`src/rtl/display_pkg.sv`:
```
// Shared types and constants for the display character feeder.
package display_pkg;

    localparam int CHAR_W = 8;

    typedef enum logic [1:0] {
        IDLE = 2'd0,
        EMIT = 2'd1,
        GAP  = 2'd2
    } feeder_state_t;

    localparam logic [7:0] ASCII_SPACE = 8'h20;

endpackage

```
`src/rtl/sync_fifo.sv`:
```
// Synchronous FIFO with first-word-fall-through head and synchronous flush.
module sync_fifo #(
    parameter int DEPTH = 16,
    parameter int WIDTH = 8
) (
    input  logic                       clk_i,
    input  logic                       rst_ni,
    input  logic                       flush,
    input  logic                       push,
    input  logic [WIDTH-1:0]           wdata,
    input  logic                       pop,
    output logic [WIDTH-1:0]           rdata,
    output logic                       full,
    output logic                       empty,
    output logic [$clog2(DEPTH+1)-1:0] level
);

    localparam int AW = $clog2(DEPTH);
    localparam int LW = $clog2(DEPTH+1);

    logic [WIDTH-1:0] mem [DEPTH];
    logic [AW-1:0]    wr_ptr;
    logic [AW-1:0]    rd_ptr;
    logic [LW-1:0]    count;
    logic             wr_ok;
    logic             rd_ok;

    // Full refuses a write even when a pop frees a slot in the same cycle.
    assign wr_ok = push && !full;
    assign rd_ok = pop && !empty;

    assign full  = (count == LW'(DEPTH));
    assign empty = (count == '0);
    assign level = count;
    assign rdata = mem[rd_ptr];

    always_ff @(posedge clk_i or negedge rst_ni) begin
        if (!rst_ni) begin
            wr_ptr <= '0;
            rd_ptr <= '0;
            count  <= '0;
        end else if (flush) begin
            wr_ptr <= '0;
            rd_ptr <= '0;
            count  <= '0;
        end else begin
            if (wr_ok) wr_ptr <= wr_ptr + 1'b1;
            if (rd_ok) rd_ptr <= rd_ptr + 1'b1;
            if (wr_ok && !rd_ok)      count <= count + 1'b1;
            else if (!wr_ok && rd_ok) count <= count - 1'b1;
        end
    end

    always_ff @(posedge clk_i) begin
        if (wr_ok && !flush) mem[wr_ptr] <= wdata;
    end

endmodule

```
`src/rtl/display_char_feeder.sv`:
```
// Buffers bus-written characters and paces them to the display as one-cycle strobes.
//   state | meaning
//   IDLE  | nothing in flight; pop and pulse as soon as the FIFO has data
//   EMIT  | displayEn_o high for this single cycle
//   GAP   | enforced low time after a pulse; counter runs down to 0
module display_char_feeder
    import display_pkg::*;
#(
    parameter int DEPTH      = 16,
    parameter int GAP_CYCLES = 5,
    parameter int CHAR_W     = display_pkg::CHAR_W
) (
    input  logic                       clk_i,
    input  logic                       rst_ni,
    input  logic [CHAR_W-1:0]          char_i,
    input  logic                       charValid_i,
    output logic                       charReady_o,
    input  logic                       flush_i,
    output logic [CHAR_W-1:0]          hex_o,
    output logic                       displayEn_o,
    output logic                       busy_o,
    output logic [$clog2(DEPTH+1)-1:0] level_o
);

    localparam int CNT_W = $clog2(GAP_CYCLES + 1);

    feeder_state_t     state_q, state_d;
    logic [CNT_W-1:0]  cnt_q, cnt_d;
    logic [CHAR_W-1:0] hex_q, hex_d;
    logic              en_q, en_d;

    logic              fifo_full;
    logic              fifo_empty;
    logic [CHAR_W-1:0] fifo_head;
    logic              pop;
    logic              can_emit;

    sync_fifo #(
        .DEPTH (DEPTH),
        .WIDTH (CHAR_W)
    ) u_fifo (
        .clk_i  (clk_i),
        .rst_ni (rst_ni),
        .flush  (flush_i),
        .push   (charValid_i && !flush_i),
        .wdata  (char_i),
        .pop    (pop),
        .rdata  (fifo_head),
        .full   (fifo_full),
        .empty  (fifo_empty),
        .level  (level_o)
    );

    assign can_emit = !fifo_empty && !flush_i;

    always_ff @(posedge clk_i or negedge rst_ni) begin
        if (!rst_ni) begin
            state_q <= IDLE;
            cnt_q   <= '0;
            hex_q   <= '0;
            en_q    <= 1'b0;
        end else begin
            state_q <= state_d;
            cnt_q   <= cnt_d;
            hex_q   <= hex_d;
            en_q    <= en_d;
        end
    end

    always_comb begin
        state_d = state_q;
        unique case (state_q)
            IDLE:    if (can_emit) state_d = EMIT;
            EMIT:    state_d = GAP;
            GAP:     if (cnt_q == '0) state_d = can_emit ? EMIT : IDLE;
            default: state_d = IDLE;
        endcase
        if (flush_i) state_d = IDLE;
    end

    always_comb begin
        pop   = can_emit && ((state_q == IDLE) || ((state_q == GAP) && (cnt_q == '0)));
        cnt_d = cnt_q;
        if (state_q == EMIT)
            cnt_d = CNT_W'(GAP_CYCLES - 1);
        else if ((state_q == GAP) && (cnt_q != '0))
            cnt_d = cnt_q - 1'b1;
        // hex holds the last character shown; only flush or reset clear it.
        hex_d = pop ? fifo_head : hex_q;
        en_d  = pop;
        if (flush_i) begin
            cnt_d = '0;
            hex_d = '0;
        end
    end

    assign hex_o       = hex_q;
    assign displayEn_o = en_q;
    assign charReady_o = !fifo_full;
    assign busy_o      = (level_o != '0) || (state_q != IDLE);

endmodule

```
`config.mk`:
```
export PLATFORM = sky130hd
export DESIGN_NAME = display_char_feeder
export DESIGN_NICKNAME = d
export VERILOG_FILES = /design/src/rtl/display_pkg.sv /design/src/rtl/sync_fifo.sv /design/src/rtl/display_char_feeder.sv
export SDC_FILE = /design/constraint.sdc
export NUM_CORES = 1
export LEC_CHECK = 0
export BUFFER_PORTS_ARGS = -buffer_cell sky130_fd_sc_hd__buf_2
export CAP_MARGIN = 20
export CORE_MARGIN = 5
export CORE_UTILIZATION = 55
export CTS_CLUSTER_DIAMETER = 100
export CTS_CLUSTER_SIZE = 16
export DETAILED_ROUTE_END_ITERATION = 8
export PLACE_DENSITY = 0.75
export SLEW_MARGIN = 20
export SYNTH_ARGS = -nofsm -noshare
export SYNTH_HDL_FRONTEND = slang
export SYNTH_SLANG_ARGS = --single-unit
```
`constraint.sdc`:
```
create_clock -name clk_i -period 2.5 [get_ports clk_i]
set_input_delay 0.375 -clock clk_i [delete_from_list [all_inputs] [get_ports clk_i]]
set_output_delay 0.375 -clock clk_i [all_outputs]
set_load 0.05 [all_outputs]
```
Word-level counts from Yosys, hierarchy flattened
Memory sizes are Yosys's and may differ from the RTL's.
Cells that the tools add are included.
Operators by class
  multiplexer cells: 19
  reductions and logical operators: 29
  eq/ne operators: 5
  add/sub/neg operators: 5
Operators with widths (number)
  $mux 4: 4
  $mux 8: 2
  $mux 5: 3
  $logic_and 1x1->1: 10
  $mux 3: 3
  $reduce_bool 3->1: 3
  $add 4x1->4 const B: 2
  $reduce_bool 2->1: 4
  $mux 2: 3
  $ne 3x3->1 const B: 2
  $pmux 2 s3: 1
  $add 5x1->5 const B: 1
  $eq 5x5->1 const B: 1
  $logic_not 1->1: 5
  $logic_not 5->1: 1
  $reduce_bool 5->1: 1
  $sub 5x1->5 const B: 1
  $logic_not 3->1: 1
  $mux 1: 3
  $sub 3x1->3 const B: 1
  $eq 2x1->1 const B: 1
  $eq 2x2->1 const B: 1
  $logic_not 2->1: 1
  $logic_or 1x1->1: 2
  $reduce_and 2->1: 1
Storage, ports and cells
  input bits: 12
  memories kept: 1
  bits in registers: 27
  output and inout bits: 16
  word-level logic and storage cells: 66
  memory bits (writable): 128
Memory list
  u_fifo.mem: depth 16, bits a word 8, read ports 1, clocked after Yosys merged registers in 0, write ports 1, line sync_fifo.sv:21  | logic [WIDTH-1:0] mem [DEPTH];

Logic depth before layout (Yosys ltp)
Gate-level depths: netlist of run 1.
  word-level depth: 9
  mapped depth: 12
  gate-level depth less buffers: 11

Cells and area by module
Synthesis of run 1 repeated with hierarchy kept, for this count alone.
Second synthesis, totals
  cell total of the unflattened synthesis: 404
  area, all modules: 6560.0 sq um
Modules (own cells, without submodules)
  sync_fifo: instances 1, area each 5806.8 sq um, cells an instance 339
  display_char_feeder: instances 1, area each 753.2 sq um, cells an instance 65

Worst setup path after synthesis of run 1
Ideal clock, no wire load.
  path type: flip-flop to flip-flop
  from: reg u_fifo.count[1] (netlist: u_fifo.level[1])
  to: reg u_fifo.count[4] (netlist: u_fifo.level[4])
  period minus slack after synthesis: 3.023 ns
  slack: -0.523 ns
  required time: 2.426 ns
  arrival time: 2.949 ns
  cell stages (with the launch flop): 11
  cell sequence: dfrtp_1 -> nor4_4 -> a221o_2 -> clkbuf_1 -> nand2_1 -> fa_1 -> a21o_1 -> a21oi_1 -> nand3_1 -> a21o_1 -> a21oi_2
Between the ends
  cells in the longest elaborated chain, start to end: 9
  elaborated cells on any way between the ends: 18
Ends and longest elaborated chain
  from (decl): line sync_fifo.sv:24  | logic [LW-1:0] count;
  from (signal assigned): line sync_fifo.sv:49  | if (wr_ok && !rd_ok) count <= count + 1'b1;
  from (signal assigned): line sync_fifo.sv:50  | else if (!wr_ok && rd_ok) count <= count - 1'b1;
  branches (longest 9 deep; another with $sub 5x1->5)
Several ways; the timed one is not identified. The select of a mux whose other input is x is not followed.
A chain may end at the register's enable or synchronous reset.

Final worst setup path of run 1
  from: reg u_fifo.count[4] (netlist: u_fifo.level[4])
  to: mem u_fifo.mem[13][4] (enable)
Between the ends
  cells in the longest elaborated chain, start to end: 6
Ends and longest elaborated chain
  $eq 5x5->1: line sync_fifo.sv:32  | assign full = (count == LW'(DEPTH));
  $logic_not 1->1: line sync_fifo.sv:29  | assign wr_ok = push && !full;
  $logic_and 1x1->1: line sync_fifo.sv:29
  $logic_and 1x1->1: line sync_fifo.sv:55  | if (wr_ok && !flush) mem[wr_ptr] <= wdata;
  $mux 1: line sync_fifo.sv:55
  $mux 1 (implied by the code): line sync_fifo.sv:55
  to (decl): line sync_fifo.sv:21
Every way passes these cells.

==> metrics.txt, run 1 <==
# TYPE chip_impl_metric gauge
chip_impl_info{name="result_of_the_run",value="completed"} 1
chip_impl_metric{name="synth.yosys.warnings",unit=""} 0
chip_impl_metric{name="gpl.final_weighted_congestion",unit=""} 0.808
chip_impl_info{name="crit_start",value="u_fifo.level[4]"} 1
chip_impl_info{name="rsz0062_at_grt",value="false"} 1
chip_impl_metric{name="top_level_ports",unit=""} 28
chip_impl_metric{name="synth_seq_cells",unit=""} 155
chip_impl_metric{name="width_of_the_chip",unit="um"} 118
chip_impl_metric{name="power_density",unit="mW/mm^2"} 1040
chip_impl_metric{name="layout_min_cycle_time",unit="ps"} 2380
chip_impl_metric{name="post_route_cells_drive_above_1_share",unit="%"} 30.2
chip_impl_metric{name="post_cts_setup_buffer_count",unit=""} 0
chip_impl_info{name="timing_worst_setup_path_type",value="reg -> reg"} 1
chip_impl_metric{name="reg2reg_setup_slack",unit="ps"} 120
chip_impl_metric{name="worstMarginPinSlew",unit="ps"} 963
chip_impl_metric{name="synth_top_area_share",unit="%"} 60.2
chip_impl_metric{name="postSynthNetCount",unit=""} 380
chip_impl_metric{name="drv_cap",unit=""} 0
chip_impl_metric{name="initial_cell_density_of_the_core",unit="%"} 55.9
chip_impl_metric{name="synth_async_sr_flop_share",unit="%"} 17.4
chip_impl_info{name="synth.top_cells.by_area",value="edfxtp_1 60%, mux4_2 11%, dfrtp_1 11%"} 1
chip_impl_info{name="timing.critical_path.to",value="u_fifo.mem[13][4]"} 1
chip_impl_metric{name="ctsLongestPathBuffers",unit=""} 2
chip_impl_metric{name="layout_worst_path_cycle_share",unit="%"} 95.3
chip_impl_metric{name="routed_via_density",unit=""} 5.98
chip_impl_metric{name="final-seq-area",unit="mm^2"} 0.00453
chip_impl_metric{name="layout_nets",unit=""} 425
chip_impl_metric{name="yosysSeqAreaShare",unit="%"} 70.8
chip_impl_metric{name="n_antenna_cell",unit=""} 0
chip_impl_metric{name="synthToLayoutAreaGrowth",unit="%"} 15.7
chip_impl_metric{name="place.detailed.hpwl",unit="um"} 7560
chip_impl_metric{name="via_count",unit=""} 3329
chip_impl_metric{name="via_count_of_the_first_global_routing_pass",unit=""} 3479
chip_impl_info{name="synthFlopType",value="edfxtp_1"} 1
chip_impl_metric{name="arrival",unit="ps"} 2420
chip_impl_metric{name="setup_viol",unit=""} 0
chip_impl_info{name="critical_path.endpoint_type",value="flip-flop"} 1
chip_impl_metric{name="worstSkewPairLatency",unit="ps"} 410
chip_impl_info{name="tritoncts",value="done"} 1
chip_impl_metric{name="wl",unit="um"} 12500
chip_impl_metric{name="yosysUniqueCellTypes",unit=""} 41
chip_impl_metric{name="core.rowCount",unit=""} 39
chip_impl_metric{name="cts_inserted_buffers",unit=""} 17
chip_impl_metric{name="synth_area_per_inst",unit="um^2"} 17.9
chip_impl_info{name="synth_top_cells_by_count",value="128 x edfxtp_1, 32 x mux4_2, 28 x nor2_1"} 1
chip_impl_metric{name="cts-htree-levels",unit=""} 4
chip_impl_metric{name="timing.critical_path.fanout_max",unit=""} 8
chip_impl_metric{name="grt_start_max_net_pins",unit=""} 36
chip_impl_info{name="yosys.area.top_type",value="edfxtp_1"} 1
chip_impl_metric{name="fp.dieArea",unit="mm^2"} 0.0139
chip_impl_metric{name="globalRouteOverflowTotal",unit=""} 0
chip_impl_metric{name="grt_usage",unit="%"} 18.9
chip_impl_metric{name="clk_pin_slew_worst_paths",unit="ps"} 60
chip_impl_info{name="critPathLaunchType",value="flip-flop"} 1
chip_impl_metric{name="core_region_area",unit="mm^2"} 0.0114
chip_impl_metric{name="timing.reg2reg.worst_path_depth",unit=""} 6
chip_impl_metric{name="fin_worst_skew",unit="ps"} 8.38
chip_impl_info{name="synth_most_common_cell",value="edfxtp_1"} 1
chip_impl_metric{name="fillerInstances",unit=""} 773
chip_impl_metric{name="relSlewSlack",unit="%"} 35.6
chip_impl_metric{name="clock-sinks",unit=""} 155
chip_impl_metric{name="power.static_leakage",unit="nW"} 2.52
chip_impl_metric{name="maxSlewViolCount",unit=""} 0
chip_impl_metric{name="routedWlPerCell",unit="um"} 22.4
chip_impl_info{name="hold_class",value="in -> reg"} 1
chip_impl_metric{name="fin_setup_tns",unit="ps"} 0
chip_impl_metric{name="report.power.total",unit="mW"} 7.66
chip_impl_metric{name="dr_pass1_iterations",unit=""} 4
chip_impl_metric{name="grt_pass1_wl",unit="um"} 19500
chip_impl_metric{name="cell_count_after_synthesis",unit=""} 356
chip_impl_metric{name="synth_area",unit="mm^2"} 0.00638
chip_impl_info{name="rr_endpoint",value="u_fifo.mem[13][4]"} 1
chip_impl_metric{name="multiInputGateArea",unit="mm^2"} 0.00180
chip_impl_metric{name="io_buffer_count",unit=""} 27
chip_impl_metric{name="grt_antenna_before_repair",unit=""} 0
chip_impl_metric{name="hold_viol_final",unit=""} 0
chip_impl_metric{name="max_clock_freq",unit="MHz"} 420
chip_impl_metric{name="vdd_drop_max",unit="mV"} 0.739
chip_impl_info{name="clock_tree_root",value="clkbuf_16"} 1
chip_impl_metric{name="die-height",unit="um"} 118
chip_impl_metric{name="drt_drc_violations_left",unit=""} 0
chip_impl_metric{name="dr.first_iter.drc_count",unit=""} 253
chip_impl_metric{name="synth_edf_count",unit=""} 128
chip_impl_info{name="timing.rr.start",value="u_fifo.level[4]"} 1
chip_impl_metric{name="critical_path_required",unit="ps"} 2530
chip_impl_metric{name="final_antenna_net_count",unit=""} 0
==> how the worst min path moves through the flow <==
stage | startpoint | cells past startpoint | endpoint
after CTS | char_i[3] | 1 | u_fifo.mem[12][3]
after floorplan | rst_ni | 0 | cnt_q[0]
after global routing | char_i[1] | 1 | u_fifo.mem[12][1]
after global placement | rst_ni | 1 | u_fifo.level[3]
final | char_i[3] | 1 | u_fifo.mem[12][3]
after detailed placement | rst_ni | 1 | u_fifo.level[0]
==> metrics by stage <==
stage | utilization [%] | cells | hold slack, ps | instance area [um^2] | worst slack, ps
5_1_grt | 64.7 | 557 | 341 | 7380 | 3.90
4_1_cts | 64.4 | 557 | 341 | 7360 | 41.0
6_report | 64.7 | 557 | 348 | 7380 | 117
2_1_floorplan | - | 356 | 79.4 | 6410 | -80.0
3_5_place_dp | 59.3 | 524 | 432 | 6780 | 70.8
3_3_place_gp | 59.3 | 524 | 433 | 6780 | 96.6
==> worst max-delay path: stages, from the launching register on <==
cell	delay (ps)
dfrtp_2	440
inv_1	160
o21ai_4	80
nor2_1	240
buf_4	190
nand2_1	120
nor2_1	760
==> kinds of logic (layout without fill, tap and decap cells) <==
group | count (synthesis) | in the layout | synth area share, %
AOI/OAI and AO/OA | 29 | 29 | 3.43
xor gates and xnor gates | 9 | 9 | 1.35
adders and majority gates | 12 | 12 | 2.47
buffers and inverters | 25 | 83 | 1.65
DFF | 155 | 155 | 70.8
muxes | 51 | 51 | 14.3
and+or+nand+nor | 75 | 75 | 6.00
==> report_power, final <==
part           switching, mW  total [mW]  internal [mW]
Sequential             0.129        3.09           2.96
Clock                  0.964        2.45           1.48
Combinational           1.21        2.13          0.917
==> cells in the final DEF, fill, tap and decap left out, drive strengths merged, types with 7 or more instances in the layout <==
cell / netlist / routed
mux4: 32 / 32
clkbuf: 12 / 23
inv: 6 / 11
dfrtp: 27 / 27
ha: 11 / 11
nand2: 14 / 14
mux2i: 18 / 18
a21oi: 7 / 7
edfxtp: 128 / 128
o221ai: 8 / 8
nand3b: 9 / 9
nor2: 28 / 28
buf: 7 / 44
==> final cells by class <==
cell class / count / share of cell area, %
multi-input cells: 176 / 24.3
repair buffers: 45 / 3.86
clock buffers: 23 / 6.63
clock inverters: 9 / 1.12
inverters: 6 / 0.305
well taps: 143 / 2.42
flip-flops and latches: 155 / 61.3
==> registers in the layout (all words and copies together), names as in the netlist <==
register       cells
u_fifo.level       5
u_fifo.mem       128
state_q            2
hex_o              8
cnt_q              3
u_fifo.rd_ptr      4
displayEn_o        1
u_fifo.wr_ptr      4
==> layer usage <==
metal  vias up  wire [um]  track usage [%]
li1       1498          -                -
met5         -          0                0
met4         0        226             5.73
met2        98       6390             31.4
met1      1717       5220             24.2
met3        16        632             5.57
==> repair_timing <==
action                                  CTS  global route
endpoints found under the hold margin    19             0
hold buffers                              1             0
endpoints found under the setup margin    0            47
resized for setup                         0             5
Power figures use the tool's default switching activity.
==> run 2, diff against run 1 <==
--- a/config.mk
+++ b/config.mk
@@ -7,12 +7,12 @@
 export LEC_CHECK = 0
 export BUFFER_PORTS_ARGS = -buffer_cell sky130_fd_sc_hd__buf_2
 export CAP_MARGIN = 20
-export CORE_MARGIN = 5
+export CORE_MARGIN = 3
 export CORE_UTILIZATION = 55
-export CTS_CLUSTER_DIAMETER = 100
+export CTS_CLUSTER_DIAMETER = 120
 export CTS_CLUSTER_SIZE = 16
 export DETAILED_ROUTE_END_ITERATION = 8
-export PLACE_DENSITY = 0.75
+export PLACE_DENSITY = 0.73
 export SLEW_MARGIN = 20
 export SYNTH_ARGS = -nofsm -noshare
 export SYNTH_HDL_FRONTEND = slang
==> run 2 against run 1 <==
Flip-flop and latch count did not move. Clock power fell by 4%. Routed wire length rose by 0.23%. Critical endpoint is now u_fifo.level[4].
==> metrics.txt, run 2 (synthesis results as in run 1) <==
# TYPE chip_impl_metric gauge
chip_impl_info{name="tritoncts",value="done"} 1
chip_impl_metric{name="drv_cap",unit=""} 0
chip_impl_metric{name="routedWlPerCell",unit="um"} 22.4
chip_impl_metric{name="reg2reg_setup_slack",unit="ps"} 40
chip_impl_metric{name="number_of_flip_flops_in_the_largest_register",unit=""} 128
chip_impl_metric{name="fin_worst_hold_slack",unit="ps"} 331
chip_impl_metric{name="via_count_of_the_first_global_routing_pass",unit=""} 3496
chip_impl_metric{name="arrival",unit="ps"} 2810
chip_impl_info{name="register_containing_the_most_flip_flops_in_the_final_layout",value="u_fifo.mem"} 1
chip_impl_metric{name="grt_start_max_net_pins",unit=""} 30
chip_impl_metric{name="vdd_drop_max",unit="mV"} 0.837
chip_impl_metric{name="critical_path.max_stage_delay",unit="ps"} 560
chip_impl_metric{name="ctsLongestPathBuffers",unit=""} 2
chip_impl_metric{name="die-height",unit="um"} 114
chip_impl_metric{name="grt_antenna_before_repair",unit=""} 0
chip_impl_metric{name="wl",unit="um"} 12500
chip_impl_metric{name="relSlewSlack",unit="%"} 37.0
chip_impl_metric{name="hold_viol_final",unit=""} 0
chip_impl_info{name="critical_path.endpoint_type",value="flip-flop"} 1
chip_impl_metric{name="gpl.final_weighted_congestion",unit=""} 0.853
chip_impl_metric{name="post_route_cells_drive_above_1_share",unit="%"} 32.2
chip_impl_info{name="timing_worst_setup_path_type",value="reg -> reg"} 1
chip_impl_metric{name="via_count",unit=""} 3324
chip_impl_metric{name="synthToLayoutAreaGrowth",unit="%"} 16.3
chip_impl_metric{name="power.static_leakage",unit="nW"} 2.53
chip_impl_metric{name="layout_worst_path_cycle_share",unit="%"} 98.4
chip_impl_metric{name="core.rowCount",unit=""} 38
chip_impl_metric{name="width_of_the_chip",unit="um"} 114
chip_impl_metric{name="layout_min_cycle_time",unit="ps"} 2460
chip_impl_info{name="timing.rr.start",value="u_fifo.level[1]"} 1
chip_impl_info{name="final_common_cell",value="edfxtp_1"} 1
chip_impl_info{name="highest_count_cells_in_the_layout_ignoring_fill_and_taps",value="128 x edfxtp_1, 32 x mux4_2, 27 x nor2_1, 27 x buf_2, 21 x dfrtp_1"} 1
chip_impl_metric{name="top_level_ports",unit=""} 28
chip_impl_metric{name="worstPathBufferInverterCount",unit=""} 0
chip_impl_metric{name="timing.reg2reg.worst_path_depth",unit=""} 10
chip_impl_metric{name="dr.first_iter.drc_count",unit=""} 295
chip_impl_metric{name="drt_drc_violations_left",unit=""} 0
chip_impl_metric{name="grt_pass1_wl",unit="um"} 19700
chip_impl_info{name="cpMaxStageDelayCell",value="or4_4"} 1
chip_impl_metric{name="timing.hold.worst_path_depth",unit=""} 1
chip_impl_metric{name="clock-sinks",unit=""} 155
chip_impl_metric{name="grt_usage",unit="%"} 21.1
chip_impl_metric{name="core_region_area",unit="mm^2"} 0.0111
chip_impl_metric{name="report.power.total",unit="mW"} 7.68
chip_impl_metric{name="routed_via_density",unit=""} 5.95
chip_impl_metric{name="clk_pin_slew_worst_paths",unit="ps"} 70
chip_impl_metric{name="layout_nets",unit=""} 430
chip_impl_metric{name="timing.critical_path.fanout_max",unit=""} 5
chip_impl_info{name="rsz0062_at_grt",value="true"} 1
chip_impl_info{name="critical-path-top-delay-family",value="simple AND/OR/NAND/NOR gates"} 1
chip_impl_metric{name="fillerInstances",unit=""} 696
chip_impl_metric{name="layout.core_utilization",unit="%"} 67.0
chip_impl_metric{name="place.detailed.hpwl",unit="um"} 8170
chip_impl_metric{name="power_density",unit="mW/mm^2"} 1030
chip_impl_metric{name="n_antenna_cell",unit=""} 0
chip_impl_metric{name="fin_worst_skew",unit="ps"} 10.2
chip_impl_metric{name="worstMarginPinSlew",unit="ps"} 941
chip_impl_metric{name="globalRouteOverflowTotal",unit=""} 0
chip_impl_metric{name="worstSkewPairLatency",unit="ps"} 420
chip_impl_metric{name="critical_path_required",unit="ps"} 2850
chip_impl_metric{name="cts-htree-levels",unit=""} 4
chip_impl_metric{name="maxSlewViolCount",unit=""} 0
chip_impl_metric{name="initial_cell_density_of_the_core",unit="%"} 57.6
chip_impl_metric{name="final_antenna_net_count",unit=""} 0
chip_impl_info{name="critPathLaunchType",value="flip-flop"} 1
chip_impl_info{name="clock_tree_root",value="clkbuf_16"} 1
chip_impl_metric{name="cts_inserted_buffers",unit=""} 17
chip_impl_metric{name="setup_viol",unit=""} 0
chip_impl_metric{name="fin_setup_tns",unit="ps"} 0
chip_impl_info{name="hold_path_end",value="u_fifo.mem[15][2]"} 1
chip_impl_info{name="worstPathCellList",value="or4_4 -> o21ai_4 -> nor2_4 -> nand2_4 -> fa_2 -> a21o_1 -> a21oi_2 -> or3_4 -> a21o_1 -> a21oi_2"} 1
chip_impl_metric{name="max_clock_freq",unit="MHz"} 407
chip_impl_metric{name="io_buffer_count",unit=""} 27
chip_impl_metric{name="dr_pass1_iterations",unit=""} 5
chip_impl_info{name="hold_start",value="char_i[2]"} 1
chip_impl_info{name="rr_endpoint",value="u_fifo.level[4]"} 1
chip_impl_info{name="result_of_the_run",value="completed"} 1
chip_impl_metric{name="fp.dieArea",unit="mm^2"} 0.0129
chip_impl_info{name="hold_class",value="in -> reg"} 1
[run 2: timing repair]
action | 4_1_cts | 5_1_grt
hold buffers | 1 | 0
gates resized for setup | 0 | 10
endpoints found under the setup margin | 0 | 46
setup buffers | 0 | 1
hold endpoints to repair | 21 | 0
[run 2: metrics by stage]
step                area, um^2  setup slack, ps  std cells
floorplan                 6410            -80.0        356
global placement          6810              117        525
detailed placement        6810             44.6        525
CTS                       7370             15.6        558
global route              7430            -29.7        559
finish                    7430             40.2        559
[run 2: how the worst max path moves through the flow]
stage / end / from / cells after the start / slack (ps)
after floorplan: u_fifo.level[4] / u_fifo.level[2] / 10 / -80
after global placement: u_fifo.level[4] / u_fifo.level[1] / 10 / 120
after detailed placement: u_fifo.level[4] / u_fifo.level[1] / 10 / 40
after CTS: u_fifo.level[4] / u_fifo.level[1] / 10 / 20
after global routing: u_fifo.level[4] / u_fifo.level[1] / 10 / -30
final: u_fifo.level[4] / u_fifo.level[1] / 10 / 40
[run 2: cell type report]
cell class                      instances  area [um^2]  share of cell area (%)
Inverter                                6         22.5                   0.303
Clock inverter                         14          109                    1.47
Tap cell                              140          175                    2.36
Timing Repair Buffer                   50          335                    4.52
Multi-Input combinational cell        176         1820                    24.5
Clock buffer                           18          439                    5.91
Sequential cell                       155         4530                    61.0
[run 2: routing by layer]
layer,wire length (um),GRT usage (%)
met3,746,5.36
met4,148,6.57
met5,0,0
met2,6400,34.4
met1,5210,28.5
[run 2: worst reg2reg max path: stages, from the launching register on]
cell and delay (ps):
dfrtp_2 410, or4_4 560, o21ai_4 230, nor2_4 70, nand2_4 100, fa_2 210
a21o_1 120, a21oi_2 70, or3_4 330, a21o_1 190, a21oi_2 100
[run 2: power breakdown]
part	total, mW	switching [mW]	internal, mW
Combinational	2.21	1.24	0.965
Clock	2.35	1.04	1.31
Sequential	3.12	0.166	2.96
